## config.mk

```make
export PLATFORM = sky130hd
export DESIGN_NAME = mc_controller_flat
export DESIGN_NICKNAME = d
export VERILOG_FILES = /design/src/rtl/mc_if.sv /design/src/rtl/mc_controller.sv /design/src/flat_wrapper.sv
export SDC_FILE = /design/constraint.sdc
export NUM_CORES = 1
export LEC_CHECK = 0
export CAP_MARGIN = 20
export CORE_ASPECT_RATIO = 1.25
export CORE_MARGIN = 2
export CORE_UTILIZATION = 44
export DETAILED_ROUTE_END_ITERATION = 7
export HOLD_SLACK_MARGIN = 0.06
export PLACE_DENSITY = 0.79
export SYNTH_ARGS = -nofsm -noshare
export SYNTH_HDL_FRONTEND = slang
export SYNTH_SLANG_ARGS = --single-unit
```

## constraint.sdc

```tcl
create_clock -name clk -period 2.35 [get_ports clk]
set_input_delay 0.705 -clock clk [delete_from_list [all_inputs] [get_ports clk]]
set_output_delay 0.705 -clock clk [all_outputs]
set_load 0.05 [all_outputs]
```

## src/rtl/mc_if.sv

```systemverilog
// mc_if: instruction/status fields into, and datapath controls out of, the multicycle controller.
interface mc_if #(
    parameter int unsigned ALUCTRL_W = 4
);
    logic [6:0]           op;
    logic [2:0]           funct3;
    logic                 funct7b5;
    logic                 zero;
    logic                 mem_ready;
    logic                 PCWrite;
    logic                 IRWrite;
    logic                 RegWrite;
    logic                 MemWrite;
    logic                 AdrSrc;
    logic [1:0]           ResultSrc;
    logic [1:0]           ALUSrcA;
    logic [1:0]           ALUSrcB;
    logic [1:0]           ImmSrc;
    logic [ALUCTRL_W-1:0] ALUControl;
    logic                 illegal_instr;
    logic                 bus_err;
    logic [3:0]           state;

    modport master (
        input  op, funct3, funct7b5, zero, mem_ready,
        output PCWrite, IRWrite, RegWrite, MemWrite, AdrSrc,
        output ResultSrc, ALUSrcA, ALUSrcB, ImmSrc, ALUControl,
        output illegal_instr, bus_err, state
    );

    modport slave (
        output op, funct3, funct7b5, zero, mem_ready,
        input  PCWrite, IRWrite, RegWrite, MemWrite, AdrSrc,
        input  ResultSrc, ALUSrcA, ALUSrcB, ImmSrc, ALUControl,
        input  illegal_instr, bus_err, state
    );
endinterface

```

## src/rtl/mc_controller.sv

```systemverilog
// mc_controller: multicycle RISC-V main control FSM with memory-wait watchdog and sticky traps.
// Define MC_CTRL_SHIFT_EN to accept sll/srl/sra in the ALU instruction classes.
module mc_controller #(
    parameter int unsigned ALUCTRL_W = 4,
    parameter int unsigned MAX_WAIT  = 15
) (
    input logic  clk,
    input logic  reset,
    mc_if.master bus
);
    localparam int unsigned CNT_W    = (MAX_WAIT < 2) ? 1 : $clog2(MAX_WAIT);
    localparam logic [6:0]  OP_LOAD  = 7'b0000011;
    localparam logic [6:0]  OP_STORE = 7'b0100011;
    localparam logic [6:0]  OP_R     = 7'b0110011;
    localparam logic [6:0]  OP_I     = 7'b0010011;
    localparam logic [6:0]  OP_JAL   = 7'b1101111;
    localparam logic [6:0]  OP_BR    = 7'b1100011;
`ifdef MC_CTRL_SHIFT_EN
    localparam bit SHIFT_EN = 1'b1;
`else
    localparam bit SHIFT_EN = 1'b0;
`endif

    typedef enum logic [3:0] {
        FETCH    = 4'd0,  DECODE   = 4'd1,  MEMADR = 4'd2, MEMREAD = 4'd3,
        MEMWB    = 4'd4,  MEMWRITE = 4'd5,  EXECUTER = 4'd6, EXECUTEI = 4'd7,
        ALUWB    = 4'd8,  JAL      = 4'd9,  BRANCH = 4'd10, TRAP = 4'd11
    } state_t;

    state_t           state_q;
    state_t           out_state;
    state_t           decode_next;
    state_t           wait_exit;
    logic [CNT_W-1:0] wait_cnt;
    logic             wait_last;
    logic             alu_f3_ok;
    logic             br_f3_ok;
    logic             illegal_q;
    logic             bus_err_q;
    logic [3:0]       exec_alu;
    logic [3:0]       alu_op;

    assign wait_last = (wait_cnt == CNT_W'(MAX_WAIT - 1));
    assign alu_f3_ok = (bus.funct3 != 3'b011) &&
                       (SHIFT_EN || ((bus.funct3 != 3'b001) && (bus.funct3 != 3'b101)));
    assign br_f3_ok  = (bus.funct3 == 3'b000) || (bus.funct3 == 3'b001);

    // Opcode/funct3 legality check; anything unrecognised traps.
    always_comb begin
        decode_next = TRAP;
        case (bus.op)
            OP_LOAD, OP_STORE: decode_next = MEMADR;
            OP_R:              if (alu_f3_ok) decode_next = EXECUTER;
            OP_I:              if (alu_f3_ok) decode_next = EXECUTEI;
            OP_JAL:            decode_next = JAL;
            OP_BR:             if (br_f3_ok) decode_next = BRANCH;
            default:           ;
        endcase
    end

    always_comb begin
        wait_exit = FETCH;
        case (state_q)
            FETCH:   wait_exit = DECODE;
            MEMREAD: wait_exit = MEMWB;
            default: wait_exit = FETCH;
        endcase
    end

    always_ff @(posedge clk) begin
        if (reset) begin
            state_q   <= FETCH;
            wait_cnt  <= '0;
            illegal_q <= 1'b0;
            bus_err_q <= 1'b0;
        end else begin
            case (state_q)
                FETCH, MEMREAD, MEMWRITE: begin
                    // Watchdog: the MAX_WAIT-th consecutive not-ready cycle is a bus error.
                    if (bus.mem_ready) begin
                        state_q  <= wait_exit;
                        wait_cnt <= '0;
                    end else if (wait_last) begin
                        state_q   <= TRAP;
                        wait_cnt  <= '0;
                        bus_err_q <= 1'b1;
                    end else begin
                        wait_cnt <= wait_cnt + CNT_W'(1);
                    end
                end
                DECODE: begin
                    state_q <= decode_next;
                    if (decode_next == TRAP) illegal_q <= 1'b1;
                end
                MEMADR:                  state_q <= bus.op[5] ? MEMWRITE : MEMREAD;
                MEMWB, ALUWB, BRANCH:    state_q <= FETCH;
                EXECUTER, EXECUTEI, JAL: state_q <= ALUWB;
                TRAP:                    state_q <= TRAP;
                default:                 state_q <= TRAP;
            endcase
        end
    end

    always_comb begin
        exec_alu = 4'b0000;
        case (bus.funct3)
            3'b000:  exec_alu = (bus.op[5] && bus.funct7b5) ? 4'b0001 : 4'b0000;
            3'b001:  if (SHIFT_EN) exec_alu = 4'b0110;
            3'b010:  exec_alu = 4'b0101;
            3'b100:  exec_alu = 4'b0100;
            3'b101:  if (SHIFT_EN) exec_alu = bus.funct7b5 ? 4'b1000 : 4'b0111;
            3'b110:  exec_alu = 4'b0011;
            3'b111:  exec_alu = 4'b0010;
            default: exec_alu = 4'b0000;
        endcase
    end

    // Moore decode; during reset the selects show FETCH and all strobes are held low.
    always_comb begin
        out_state     = reset ? FETCH : state_q;
        bus.PCWrite   = 1'b0;
        bus.IRWrite   = 1'b0;
        bus.RegWrite  = 1'b0;
        bus.MemWrite  = 1'b0;
        bus.AdrSrc    = 1'b0;
        bus.ResultSrc = 2'b00;
        bus.ALUSrcA   = 2'b00;
        bus.ALUSrcB   = 2'b00;
        alu_op        = 4'b0000;
        case (out_state)
            FETCH: begin
                bus.PCWrite   = bus.mem_ready;
                bus.IRWrite   = bus.mem_ready;
                bus.ResultSrc = 2'b10;
                bus.ALUSrcB   = 2'b10;
            end
            DECODE: begin
                bus.ALUSrcA = 2'b01;
                bus.ALUSrcB = 2'b01;
            end
            MEMADR: begin
                bus.ALUSrcA = 2'b10;
                bus.ALUSrcB = 2'b01;
            end
            MEMREAD: bus.AdrSrc = 1'b1;
            MEMWB: begin
                bus.ResultSrc = 2'b01;
                bus.RegWrite  = 1'b1;
            end
            MEMWRITE: begin
                bus.AdrSrc   = 1'b1;
                bus.MemWrite = 1'b1;
            end
            EXECUTER, EXECUTEI: begin
                bus.ALUSrcA = 2'b10;
                bus.ALUSrcB = (out_state == EXECUTEI) ? 2'b01 : 2'b00;
                alu_op      = exec_alu;
            end
            ALUWB: bus.RegWrite = 1'b1;
            JAL: begin
                bus.ALUSrcA = 2'b01;
                bus.ALUSrcB = 2'b10;
                bus.PCWrite = 1'b1;
            end
            BRANCH: begin
                bus.ALUSrcA = 2'b10;
                alu_op      = 4'b0001;
                bus.PCWrite = ((bus.funct3 == 3'b000) && bus.zero) ||
                              ((bus.funct3 == 3'b001) && !bus.zero);
            end
            default: ;
        endcase
        if (reset) begin
            bus.PCWrite  = 1'b0;
            bus.IRWrite  = 1'b0;
            bus.RegWrite = 1'b0;
            bus.MemWrite = 1'b0;
        end
        bus.ALUControl = ALUCTRL_W'(alu_op);
    end

    always_comb begin
        case (bus.op)
            OP_STORE: bus.ImmSrc = 2'b01;
            OP_BR:    bus.ImmSrc = 2'b10;
            OP_JAL:   bus.ImmSrc = 2'b11;
            default:  bus.ImmSrc = 2'b00;
        endcase
    end

    assign bus.illegal_instr = illegal_q;
    assign bus.bus_err       = bus_err_q;
    assign bus.state         = state_q;
endmodule

```

## src/flat_wrapper.sv

```systemverilog
// flat-port wrapper written by rule: the top's interface ports become plain ports
module mc_controller_flat 
#(
    parameter int unsigned ALUCTRL_W = 4,
    parameter int unsigned MAX_WAIT  = 15
)
  (clk, reset, bus_op, bus_funct3, bus_funct7b5, bus_zero, bus_mem_ready, bus_PCWrite, bus_IRWrite, bus_RegWrite, bus_MemWrite, bus_AdrSrc, bus_ResultSrc, bus_ALUSrcA, bus_ALUSrcB, bus_ImmSrc, bus_ALUControl, bus_illegal_instr, bus_bus_err, bus_state);
  mc_if #(.ALUCTRL_W(ALUCTRL_W)) bus_i ();
  input logic clk;
  input logic reset;
  input wire logic [$bits(bus_i.op)-1:0] bus_op;
  input wire logic [$bits(bus_i.funct3)-1:0] bus_funct3;
  input wire logic [$bits(bus_i.funct7b5)-1:0] bus_funct7b5;
  input wire logic [$bits(bus_i.zero)-1:0] bus_zero;
  input wire logic [$bits(bus_i.mem_ready)-1:0] bus_mem_ready;
  output wire logic [$bits(bus_i.PCWrite)-1:0] bus_PCWrite;
  output wire logic [$bits(bus_i.IRWrite)-1:0] bus_IRWrite;
  output wire logic [$bits(bus_i.RegWrite)-1:0] bus_RegWrite;
  output wire logic [$bits(bus_i.MemWrite)-1:0] bus_MemWrite;
  output wire logic [$bits(bus_i.AdrSrc)-1:0] bus_AdrSrc;
  output wire logic [$bits(bus_i.ResultSrc)-1:0] bus_ResultSrc;
  output wire logic [$bits(bus_i.ALUSrcA)-1:0] bus_ALUSrcA;
  output wire logic [$bits(bus_i.ALUSrcB)-1:0] bus_ALUSrcB;
  output wire logic [$bits(bus_i.ImmSrc)-1:0] bus_ImmSrc;
  output wire logic [$bits(bus_i.ALUControl)-1:0] bus_ALUControl;
  output wire logic [$bits(bus_i.illegal_instr)-1:0] bus_illegal_instr;
  output wire logic [$bits(bus_i.bus_err)-1:0] bus_bus_err;
  output wire logic [$bits(bus_i.state)-1:0] bus_state;
  assign bus_i.op = bus_op;
  assign bus_i.funct3 = bus_funct3;
  assign bus_i.funct7b5 = bus_funct7b5;
  assign bus_i.zero = bus_zero;
  assign bus_i.mem_ready = bus_mem_ready;
  assign bus_PCWrite = bus_i.PCWrite;
  assign bus_IRWrite = bus_i.IRWrite;
  assign bus_RegWrite = bus_i.RegWrite;
  assign bus_MemWrite = bus_i.MemWrite;
  assign bus_AdrSrc = bus_i.AdrSrc;
  assign bus_ResultSrc = bus_i.ResultSrc;
  assign bus_ALUSrcA = bus_i.ALUSrcA;
  assign bus_ALUSrcB = bus_i.ALUSrcB;
  assign bus_ImmSrc = bus_i.ImmSrc;
  assign bus_ALUControl = bus_i.ALUControl;
  assign bus_illegal_instr = bus_i.illegal_instr;
  assign bus_bus_err = bus_i.bus_err;
  assign bus_state = bus_i.state;
  mc_controller #(.ALUCTRL_W(ALUCTRL_W), .MAX_WAIT(MAX_WAIT)) u_core (.clk(clk), .reset(reset), .bus(bus_i));
endmodule
```

== Yosys cells after proc, flatten, opt, wreduce, memory -nomap -nowiden ==
Index checks and enable logic that the tools add are counted.

* $add $sub $neg: 1
* Equality and inequality tests: 37
* Multiplexer cells: 29
* Bitwise logic cells: 1
* Reductions and logical operators: 24

{| class="wikitable"
|+ Operator list
! cell !! count
|-
| case mux 4 bit (5 select lines) || 3
|-
| equality test 4 x 3 -> 1 bit (second input constant) || 8
|-
| equality test 4 bit (second input constant) || 8
|-
| two-way mux 4 bit || 7
|-
| equality test 4 x 2 -> 1 bit (second input constant) || 4
|-
| equality test 7 x 6 -> 1 bit (second input constant) || 2
|-
| equality test 7 bit (second input constant) || 2
|-
| OR reduction 2 bit || 7
|-
| case mux 2 bit (3 select lines) || 2
|-
| two-way mux 1 bit || 11
|-
| equality test 3 bit (second input constant) || 3
|-
| OR reduction 3 bit || 3
|-
| equality test 4 x 1 -> 1 bit (second input constant) || 2
|-
| logical NOT 4 bit || 2
|-
| case mux 2 bit (2 select lines) || 2
|-
| case mux 4 bit (2 select lines) || 1
|-
| equality test 7 x 2 -> 1 bit (second input constant) || 1
|-
| equality test 7 x 5 -> 1 bit (second input constant) || 1
|-
| != test 3 x 2 -> 1 bit (second input constant) || 2
|-
| case mux 3 bit (2 select lines) || 1
|-
| logical AND 1 bit || 5
|-
| adder 4 x 1 -> 4 bit (second input constant) || 1
|-
| OR reduction 4 bit || 1
|-
| equality test 3 x 1 -> 1 bit (second input constant) || 1
|-
| other kinds (11) || 12
|}

* Register bits: 10
* Output and inout port bits: 23

== Depth between registers and ports, before layout ==
Gate-level depths: netlist of run 1.

* Depth after elaboration: 7
* Gate-level depth with buffers: 6
* Gate-level depth less buffers: 6

== Least setup slack after synthesis of run 1 ==
Ideal clock, no wire load.

* Path type: reg-to-output
* Start: reg u_core.state_q[2] (netlist: u_core.bus.state[2])
* End: out bus_ALUSrcB[0]
* Arrival time: 3,737 ps
* Data required time: 1,645 ps
* Path slack: -2,092 ps
* Cell stages (with the launch flop): 5
* Buffers on the path: 2
* Cell sequence: dfxtp_1 -> buf_6 -> dlygate4sd1_1 -> nor2_1 -> a2111oi_0

* Word-level cells in the longest chain between the ends: 4
* Elaborated cells on any way between the ends: 12
* Classes of those cells: 5 x eq/ne; 3 x mux; 4 x reduce/logical

{| class="wikitable"
|+ RTL lines
! element !! line !! RTL
|-
| start: declaration || mc_controller.sv:30 || <nowiki>state_t state_q;</nowiki>
|-
| start signal: assignment || mc_controller.sv:81 || <nowiki>state_q <= wait_exit;</nowiki>
|-
| start signal: assignment || mc_controller.sv:92 || <nowiki>state_q <= decode_next;</nowiki>
|-
| start signal: assignment || mc_controller.sv:95 || <nowiki>MEMADR: state_q <= bus.op[5] ? MEMWRITE : MEMREAD;</nowiki>
|-
| two-way mux 4 bit (*) || mc_controller.sv:120 || <nowiki>out_state = reset ? FETCH : state_q;</nowiki>
|-
| equality test 4 x 3 -> 1 bit, or another cell as far along || mc_controller.sv:130, mc_controller.sv:156 ||
|-
| two-way mux 1 bit or OR reduction 2 bit (tied branches) || n/a ||
|-
| case mux 2 bit (3 select lines) (*) || mc_controller.sv:130 || <nowiki>case (out_state)</nowiki>
|-
| end: declaration || flat_wrapper.sv:23 || <nowiki>output wire logic [$bits(bus_i.ALUSrcB)-1:0] bus_ALUSrcB;</nowiki>
|}

Mark *: on every way between the ends. The rest lies on a longest branch, timed or not.

== Worst setup path in the final report of run 1 ==
* Start: in bus_op[2]
* End: out bus_ImmSrc[0]

* Word-level cells in the longest chain between the ends: 2
* Elaborated cells on any way between the ends: 4
* Classes of those cells: 3 x eq/ne; 1 x mux

{| class="wikitable"
|+ RTL lines
! element !! line !! RTL
|-
| start: declaration || flat_wrapper.sv:11 || <nowiki>input wire logic [$bits(bus_i.op)-1:0] bus_op;</nowiki>
|-
| equality test 7 bit or equality test 7 x 6 -> 1 bit (tied branches) || mc_controller.sv:183 || <nowiki>case (bus.op)</nowiki>
|-
| case mux 2 bit (3 select lines) (*) || mc_controller.sv:183 ||
|-
| end: declaration || flat_wrapper.sv:24 || <nowiki>output wire logic [$bits(bus_i.ImmSrc)-1:0] bus_ImmSrc;</nowiki>
|}

Marked as above.

==> impl_metrics.ini, run 1 <==
[yosys]
synth_edf_count = 0
async_reset_ff_frac = 0
synth.cell_area_um2 = 1056
synth_nets = 147
synth-warning-count = 0
yosysSeqAreaShare = 0.1896
avgSynthCellArea_um2 = 8.123
yosysUniqueCellTypes = 61
synth.ff_latch_count = 10
ys.flop_type = dfxtp_1
syn_inst = 130

[route]
routed_wl_um = 3052
routed_via_density = 5.676
post_drt_wl_per_cell_um = 14.33
num_vias = 1209
dr.first_iter.drc_count = 37
final_antenna_net_count = 0
first_pass_iters = 4
drc = 0

[grt]
grt_pass1_wl_um = 5106
grt_max_degree = 16
overflow = 0
antenna_found_initial = 0
grt_pass1_vias = 1126
grt_use_total = 0.2451

[final_layout]
nets = 200
area_growth_pct = 75.12
regArea_um2 = 210.2
layout_commonest_cell = buf_4
final_cell_mix = buf_4, buf_12, nand2_1
diodes = 0
stdcell_area_um2 = 1849
layout-drive-gt1-share = 0.4725
multiInputGateArea_um2 = 900.9
nFillCells = 144

[placed_design]
hpwl_um = 2412
gp_congestion = 0.8827
port_buffers = 36
place_area_um2 = 1785

[timing]
fin_crit_ps = 2377
setup_violations = 2
post-route-period-util = 1.011
skew_ps = 8.001
worstMarginPinSlew_ps = 516.2
report.final.slew_viol_count = 0
finalHoldViolCount = 0
fmax_mhz = 420.7
relSlewSlack = 0.6548
setup_slack_ps = -26.95
rsz0062_at_grt = true

[power]
p_sw_frac = 0.5179
p_comb_frac = 0.779
clockPowerShare = 0.062
switchingPower_w = 0.001040
p_int_w = 0.0009683
power.total_w = 0.002008
p_per_area_nw_per_um2 = 1086
seqPwrFrac = 0.159
p_leak_nw = 0.7206
ir_drop_mv = 0.8723

[die]
core_region_area_um2 = 2235
die_h_um = 58.78
std_cell_rows = 19
die-width_um = 47.82
die_area_um2 = 2811
io_pins = 38
start_util = 0.4726

[hold_path]
hold_class = flip-flop to flip-flop

[clock_tree]
path_clk_slew_ps = 60
root_buffer = clkbuf_4
cts_tree = yes
clkLatencyLatePin_ps = 270
cts_made_buffers = 3
ctsHtreeMaxLevel = 1
cts.path.max_buffers = 2
clock-sinks = 10

[setup_path]
endpoint_kind = output pin
critPathKind = primary input to output pin
crit_fanout = 2
cp.arrival_ps = 1670
start_kind = primary input
cp.required_ps = 1640

[job]
max-cap-violations = 0

[run_status]
status = finished with violations
violations = setup timing
metrics by stage:
stage	setup TNS (ps)	cells	hold WS (ps)	setup slack (ps)	utilization
detailed placement	-4178	206	457.5	-417.7	0.7990
global route	-77.80	213	498.7	-50.31	0.8275
global placement	-3983	206	452.4	-385.5	0.7990
CTS	-61.23	212	468.4	-49.78	0.8180
floorplan	-501.8	130	465.3	-229.2	-
finish	-40.53	213	463.5	-26.95	0.8275
synthesized netlist by cell type, types with 2 or more instances:
library cell	number	share of area
a21oi_1	7	0.033
nand3b_1	2	0.014
ha_1	2	0.024
a2bb2oi_1	2	0.017
inv_1	4	0.014
buf_6	5	0.053
dfxtp_1	10	0.19
nand3_1	3	0.014
xnor2_1	3	0.025
nand4_1	2	0.012
a31o_1	2	0.017
or3_1	2	0.012
o21ai_1	5	0.024
buf_2	2	0.0095
o31ai_1	2	0.014
or4_1	2	0.014
nor2b_1	3	0.018
nor4_1	4	0.024
xor2_1	2	0.017
nor3_1	5	0.024
nor2_1	10	0.036
nand2_1	12	0.043
cell families after synthesis:
| logic type | share of synthesized area |
|---|---|
| AOI/OAI and AO/OA | 0.2571 |
| xor gates and xnor gates | 0.04148 |
| adders and majority gates | 0.02369 |
| buffers and inverters | 0.1090 |
| DFF | 0.1896 |
| muxes | 0.02014 |
| other | 0.003551 |
| and+or+nand+nor | 0.3554 |
worst max-delay path, stage by stage:
cell and delay, ps:
buf_6 90, nand4bb_4 210, mux2_4 290, nor3b_4 210, buf_12 160
routing by layer:
metal	up-vias	routed length, um	part of all wire	global-route usage
met3	9	125	0.041	0.04601
met4	0	57	0.019	0.08108
met5	-	0	0	0
met1	574	1282	0.42	0.3232
li1	590	-	-	-
met2	36	1587	0.52	0.3924
flip-flops by register name, indices dropped and copies added, names as in the netlist:
register	count
u_core.bus.state	4
u_core.bus.bus_err	1
u_core.wait_cnt	4
u_core.bus.illegal_instr	1
timing repair:
item,in CTS,in global routing
setup endpoints to repair,16,8
resized for setup,39,5
pin swaps,8,6
setup buffers,2,1
hold buffers,0,0
power by group through the flow:
| stage | clock network [W] | registers, W | logic, W |
|---|---|---|---|
| finish | 0.000125 | 0.000320 | 0.00156 |
| global route | 0.000137 | 0.000332 | 0.00166 |
| CTS | 0.000128 | 0.000316 | 0.00154 |
| detailed placement | 0 | 0.000319 | 0.00154 |
| global placement | 0 | 0.000317 | 0.00150 |
| floorplan | 0 | 0.000387 | 0.00102 |
cell type report:
type,count,share of cell area
Clock buffer,4,0.01421
Inverter,4,0.008119
Multi-Input combinational cell,105,0.4871
Sequential cell,10,0.1137
Tap cell,31,0.02097
Timing Repair Buffer,59,0.3559
final timing paths:
check | from | to | slack (ps) | depth (start not counted)
max | bus_op[2] | bus_ImmSrc[0] | -30 | 5
min | u_core.bus.bus_err | u_core.bus.bus_err | 460 | 1
max reg2reg | u_core.bus.state[3] | u_core.bus.state[0] | 500 | 5
min reg2reg | u_core.bus.bus_err | u_core.bus.bus_err | 460 | 1
Power figures use the tool's default switching activity.
==> run 2, diff against run 1 <==
--- a/config.mk
+++ b/config.mk
@@ -12,6 +12,7 @@
 export DETAILED_ROUTE_END_ITERATION = 7
 export HOLD_SLACK_MARGIN = 0.06
 export PLACE_DENSITY = 0.79
+export SETUP_SLACK_MARGIN = 0.4
 export SYNTH_ARGS = -nofsm -noshare
 export SYNTH_HDL_FRONTEND = slang
 export SYNTH_SLANG_ARGS = --single-unit
==> run 2 against run 1 <==
The run now fails in clock tree synthesis (4_1_cts). Synthesized cell count unchanged. Synthesized area unchanged.
==> impl_metrics.ini, run 2 <==
[die]
start_util = 0.4726
die_h_um = 58.78
die-width_um = 47.82
std_cell_rows = 19
io_pins = 38

[yosys]
synth_largest_area_cell = dfxtp_1
synth.ff_latch_count = 10
yosysUniqueCellTypes = 61
syn_inst = 130
avgSynthCellArea_um2 = 8.123
synth_top_area_frac = 0.1896
ys.flop_type = dfxtp_1
yosysSeqAreaShare = 0.1896
synth_common_cells = nand2_1, dfxtp_1, nor2_1
synth-warning-count = 0
synth.cell_area_um2 = 1056
synth_edf_count = 0
synth_nets = 147
ys_top_cells_by_area = dfxtp_1, buf_6, nand2_1
synth.most_common_cell = nand2_1
async_reset_ff_frac = 0

[clock_tree]
cts_setup_buffers = 23
cts-hold-fix-buffers = 0
cts.path.max_buffers = 2
cts_made_buffers = 3
clock-sinks = 10
ctsHtreeMaxLevel = 1
cts_resized = 86
root_buffer = clkbuf_4

[placed_design]
hpwl_um = 2527
place_area_um2 = 1792
port_buffers = 36
gp_congestion = 0.7434

[run_status]
firstError = [ERROR DPL-0033] detailed placement checks failed during check placement.
status = did not finish
stop_stage = clock tree synthesis (4_1_cts)
[run 2: cell counts after synthesis]
No cell type changed its count.
[run 2: cells by family after synthesis]
kind of cell	share of synthesized area
muxes	0.02014
xor gates and xnor gates	0.04148
DFF	0.1896
other	0.003551
adders and majority gates	0.02369
buffers and inverters	0.1090
AOI/OAI and AO/OA	0.2571
and+or+nand+nor	0.3554
[run 2: stage by stage]
step / instances / worst slack [ps]
floorplan: 130 / -108.3
global placement: 205 / -433.6
detailed placement: 205 / -458.6
==> run 3, diff against run 2 <==
--- a/config.mk
+++ b/config.mk
@@ -6,13 +6,10 @@
 export NUM_CORES = 1
 export LEC_CHECK = 0
 export CAP_MARGIN = 20
-export CORE_ASPECT_RATIO = 1.25
-export CORE_MARGIN = 2
-export CORE_UTILIZATION = 44
+export CORE_AREA = 2 2 63 65
 export DETAILED_ROUTE_END_ITERATION = 7
-export HOLD_SLACK_MARGIN = 0.06
-export PLACE_DENSITY = 0.79
-export SETUP_SLACK_MARGIN = 0.4
+export DIE_AREA = 0 0 65 67
+export PLACE_DENSITY_LB_ADDON = 0.15
 export SYNTH_ARGS = -nofsm -noshare
 export SYNTH_HDL_FRONTEND = slang
 export SYNTH_SLANG_ARGS = --single-unit
==> run 3 against run 2 <==
The flow now finishes, with violations (setup timing).
==> impl_metrics.ini, run 3 (synthesis results as in run 1) <==
[job]
max-cap-violations = 0

[clock_tree]
clkLatencyLatePin_ps = 230
cts_tree = yes
cts.path.max_buffers = 2
cts_made_buffers = 3
clock-sinks = 10
path_clk_slew_ps = 40
ctsHtreeMaxLevel = 1
root_buffer = clkbuf_8
cts-hold-fix-buffers = 0

[grt]
antenna_found_initial = 0
grt_pass1_vias = 1216
overflow = 0
grt_pass1_wl_um = 5485
grt_use_total = 0.1589
grt_max_degree = 14

[final_layout]
final_cell_mix = buf_4, buf_12, nand2_1
layout_commonest_cell = buf_4
diodes = 0
nets = 203
stdcell_area_um2 = 1944
final_util = 0.5392
final_cell_count_no_fill = 233
area_growth_pct = 84.12
layout-drive-gt1-share = 0.4973

[setup_path]
path_delay_family = simple AND/OR/NAND/NOR gates
cp.required_ps = 1640
cp.arrival_ps = 1670
critPathSlowestCell = or4_4
path_cells = buf_6, or4_4, o21ai_4, buf_12
cp_slowest_stage_delay_ps = 550
reg2regPathDepth = 5
start_kind = primary input
crit_fanout = 3
crit_buf_inv = 2
path_depth = 4
endpoint_kind = output pin
critPathKind = primary input to output pin

[timing]
setup_slack_ps = -27.99
skew_ps = 4.514
rsz0062_at_grt = true
fmax_mhz = 420.5
worstMarginPinSlew_ps = 497.8
relSlewSlack = 0.6671
post-route-period-util = 1.012
setup_violations = 2
fin_crit_ps = 2378
holdWs_ps = 472.1
report.final.slew_viol_count = 0
finalHoldViolCount = 0

[power]
ir_drop_mv = 0.3292
p_leak_nw = 0.7544
clockPowerShare = 0.084
p_per_area_nw_per_um2 = 1101
seqPwrFrac = 0.157
p_sw_frac = 0.5000
switchingPower_w = 0.001071
p_int_w = 0.001071
p_comb_frac = 0.758

[placed_design]
place_inst = 223
port_buffers = 36
dp_slack_ps = -411.9
place_area_um2 = 1822
gp_congestion = 0.8374
hpwl_um = 2488

[route]
num_vias = 1201
post_drt_wl_per_cell_um = 14.06
final_antenna_net_count = 0
dr.first_iter.drc_count = 37
drc = 0
first_pass_iters = 4
routed_via_density = 5.155
routed_wl_um = 3275

[die]
core_region_area_um2 = 3606
start_util = 0.2929
die_area_um2 = 4355
std_cell_rows = 22
die-width_um = 65
die_h_um = 67
io_pins = 38

[run_status]
status = finished with violations
violations = setup timing

[hold_path]
hold_class = flip-flop to flip-flop
hold_depth = 1
[run 3: per-stage QoR]
stage / power (W) / TNS [ps]
2_1_floorplan: 0.001411 / -501.8
5_1_grt: 0.002269 / -109.8
4_1_cts: 0.002114 / -104.7
3_3_place_gp: 0.001858 / -4204
6_report: 0.002141 / -50.45
3_5_place_dp: 0.001877 / -4362
[run 3: final timing paths]
path         slack [ps]                  end                 from
min reg2reg         470   u_core.bus.bus_err   u_core.bus.bus_err
min                 470   u_core.bus.bus_err   u_core.bus.bus_err
max reg2reg         470  u_core.bus.state[0]  u_core.bus.state[3]
max                 -30    bus_ALUControl[0]                reset
[run 3: area by class of cell]
type	count	area, um^2
Timing Repair Buffer	62	698.2
Multi-Input combinational cell	105	915.9
Clock buffer	4	45.04
Sequential cell	10	210.2
Fill cell	345	1662
Tap cell	48	60.06
Inverter	4	15.01
[run 3: layer usage]
metal / share of wire / vias to the layer above / global-route usage
met5: 0 / - / 0
met4: 0.0085 / 0 / 0.01596
met3: 0.031 / 2 / 0.03209
met2: 0.53 / 31 / 0.2990
met1: 0.43 / 566 / 0.1911
li1: - / 602 / -
[run 3: what timing repair did]
| action | 4_1_cts | 5_1_grt |
|---|---|---|
| pin swaps | 7 | 6 |
| resized for setup | 39 | 13 |
| endpoints found under the setup margin | 16 | 7 |
| buffers inserted | 5 | 1 |
[run 3: power groups by stage]
stage / logic [W] / clock network (W) / registers (W)
floorplan: 0.00102 / 0 / 0.000387
global placement: 0.00150 / 0 / 0.000359
detailed placement: 0.00152 / 0 / 0.000362
CTS: 0.00160 / 0.000187 / 0.000331
global route: 0.00172 / 0.000199 / 0.000350
finish: 0.00162 / 0.000180 / 0.000337
==> run 4, diff against run 3 <==
--- a/config.mk
+++ b/config.mk
@@ -13,3 +13,4 @@
 export SYNTH_ARGS = -nofsm -noshare
 export SYNTH_HDL_FRONTEND = slang
 export SYNTH_SLANG_ARGS = --single-unit
+export TNS_END_PERCENT = 50
==> constraint.sdc (replaced) <==
create_clock -name clk -period 2.35 [get_ports clk]
set_input_delay 0.705 -clock clk [delete_from_list [all_inputs] [get_ports clk]]
set_output_delay 0.705 -clock clk [all_outputs]
set_load 0.1 [all_outputs]
==> run 4 against run 3 <==
Clock skew shrank 1.6 ps. Largest power group unchanged. Sequential power up 2%. Cell count is 0.43% higher. Routed wire length is 1.7% lower. The run still ends with setup timing left. Core utilization grew 2.2 points.
==> impl_metrics.ini, run 4 (synthesis results as in run 1) <==
[die]
start_util = 0.2929
die_area_um2 = 4355
io_pins = 38
die-width_um = 65
std_cell_rows = 22
core_region_area_um2 = 3606
die_h_um = 67

[setup_path]
cp_slowest_stage_delay_ps = 570
endpoint_kind = output pin
crit_fanout = 2
cp.arrival_ps = 1720
crit_buf_inv = 2
start_kind = primary input
path_delay_family = simple AND/OR/NAND/NOR gates
path_cells = buf_8, or4_4, o21ai_4, buf_12
critPathKind = primary input to output pin
cp.required_ps = 1640
critPathSlowestCell = or4_4

[clock_tree]
clock-sinks = 10
clkLatencyLatePin_ps = 230
cts_tree = yes
cts.path.max_buffers = 2
cts_made_buffers = 3
ctsHtreeMaxLevel = 1
path_clk_slew_ps = 50
cts-hold-fix-buffers = 0
root_buffer = clkbuf_8

[route]
dr.first_iter.drc_count = 22
final_antenna_net_count = 0
num_vias = 1190
routed_wl_um = 3220
first_pass_iters = 4
routed_via_density = 5.085
drc = 0
post_drt_wl_per_cell_um = 13.76

[grt]
grt_max_degree = 13
grt_pass1_wl_um = 5361
grt_pass1_vias = 1137
antenna_found_initial = 0
overflow = 0
grt_use_total = 0.1565

[power]
p_per_area_nw_per_um2 = 1274
power.total_w = 0.002579
p_leak_nw = 0.7895
ir_drop_mv = 0.6081

[job]
max-cap-violations = 0

[final_layout]
final_util = 0.5614
regArea_um2 = 215.2
diodes = 0
layout-drive-gt1-share = 0.5108
nFillCells = 334
layout_commonest_cell = buf_4
nets = 204
final_cell_mix = buf_4, buf_12, nand2_1
area_growth_pct = 91.71
multiInputGateArea_um2 = 942.2

[run_status]
violations = setup timing
status = finished with violations

[hold_path]
hold_class = flip-flop to flip-flop

[timing]
finalHoldViolCount = 0
rsz0062_at_grt = true
skew_ps = 2.899
post-route-period-util = 1.034
tns_ps = -169.0
setup_slack_ps = -79.48
fin_crit_ps = 2429
fmax_mhz = 411.6
setup_violations = 3
report.final.slew_viol_count = 0

[placed_design]
dp_slack_ps = -580.2
hpwl_um = 2532
gp_congestion = 0.7882
port_buffers = 36
==> run 4: cell count changes in the layout (fill, tap and decap cells not counted), sizes merged <==
cell	before	now
buf	51	56
clkbuf	5	4
clkdlybuf4s15	1	0
clkdlybuf4s50	4	1
dlymetal6s2s	0	1
==> run 4: timing repair <==
action                                  4_1_cts  5_1_grt
pin swaps                                    11        4
hold endpoints to repair                      0        0
endpoints found under the setup margin       16        7
buffers inserted                              4        0
resized for setup                            45        3
==> run 4: path summary, 6_finish.rpt <==
check	cells past startpoint	slack (ps)	end	start
worst min register to register	1	480	u_core.bus.bus_err	u_core.bus.bus_err
worst max register to register	6	390	u_core.bus.state[0]	u_core.bus.state[3]
worst min-delay path	1	480	u_core.bus.bus_err	u_core.bus.bus_err
worst max-delay path	4	-80	bus_ALUControl[0]	bus_funct3[0]
==> run 4: layer usage <==
| layer | track usage | wire [um] | vias to the layer above | part of all wire |
|---|---|---|---|---|
| met5 | 0 | 0 | - | 0 |
| met4 | 0.04787 | 29 | 0 | 0.0090 |
| met3 | 0.02196 | 145 | 4 | 0.045 |
| met2 | 0.2616 | 1541 | 32 | 0.48 |
| met1 | 0.2077 | 1503 | 545 | 0.47 |
| li1 | - | - | 609 | - |
==> run 4: where the power goes <==
part,leakage (nW),switching (W),internal (W)
clock network,0.0228,0.0000644,0.000119
logic,0.682,0.00129,0.000767
registers,0.0843,0.000107,0.000237
==> run 4: worst reg2reg max path, cell delays in order, from the launching register on <==
cell and delay (ps):
dfxtp_4 330, buf_4 180, buf_4 200, or4b_4 580
nor4b_4 240, nand3_1 100, a41oi_1 240
==> run 4: final cells by class <==
class / instances / area share
Inverter: 4 / 0.007417
Multi-Input combinational cell: 105 / 0.4654
Timing Repair Buffer: 63 / 0.3690
Clock buffer: 4 / 0.02225
Sequential cell: 10 / 0.1063
Tap cell: 48 / 0.02967
==> run 4: through the flow <==
stage	hold WS, ps	instance area (um^2)	std cells
finish	484.7	2024	234
global route	510.6	2024	234
CTS	487.5	2008	234
detailed placement	473.2	1916	226
global placement	460.7	1916	226
floorplan	463.4	1267	130
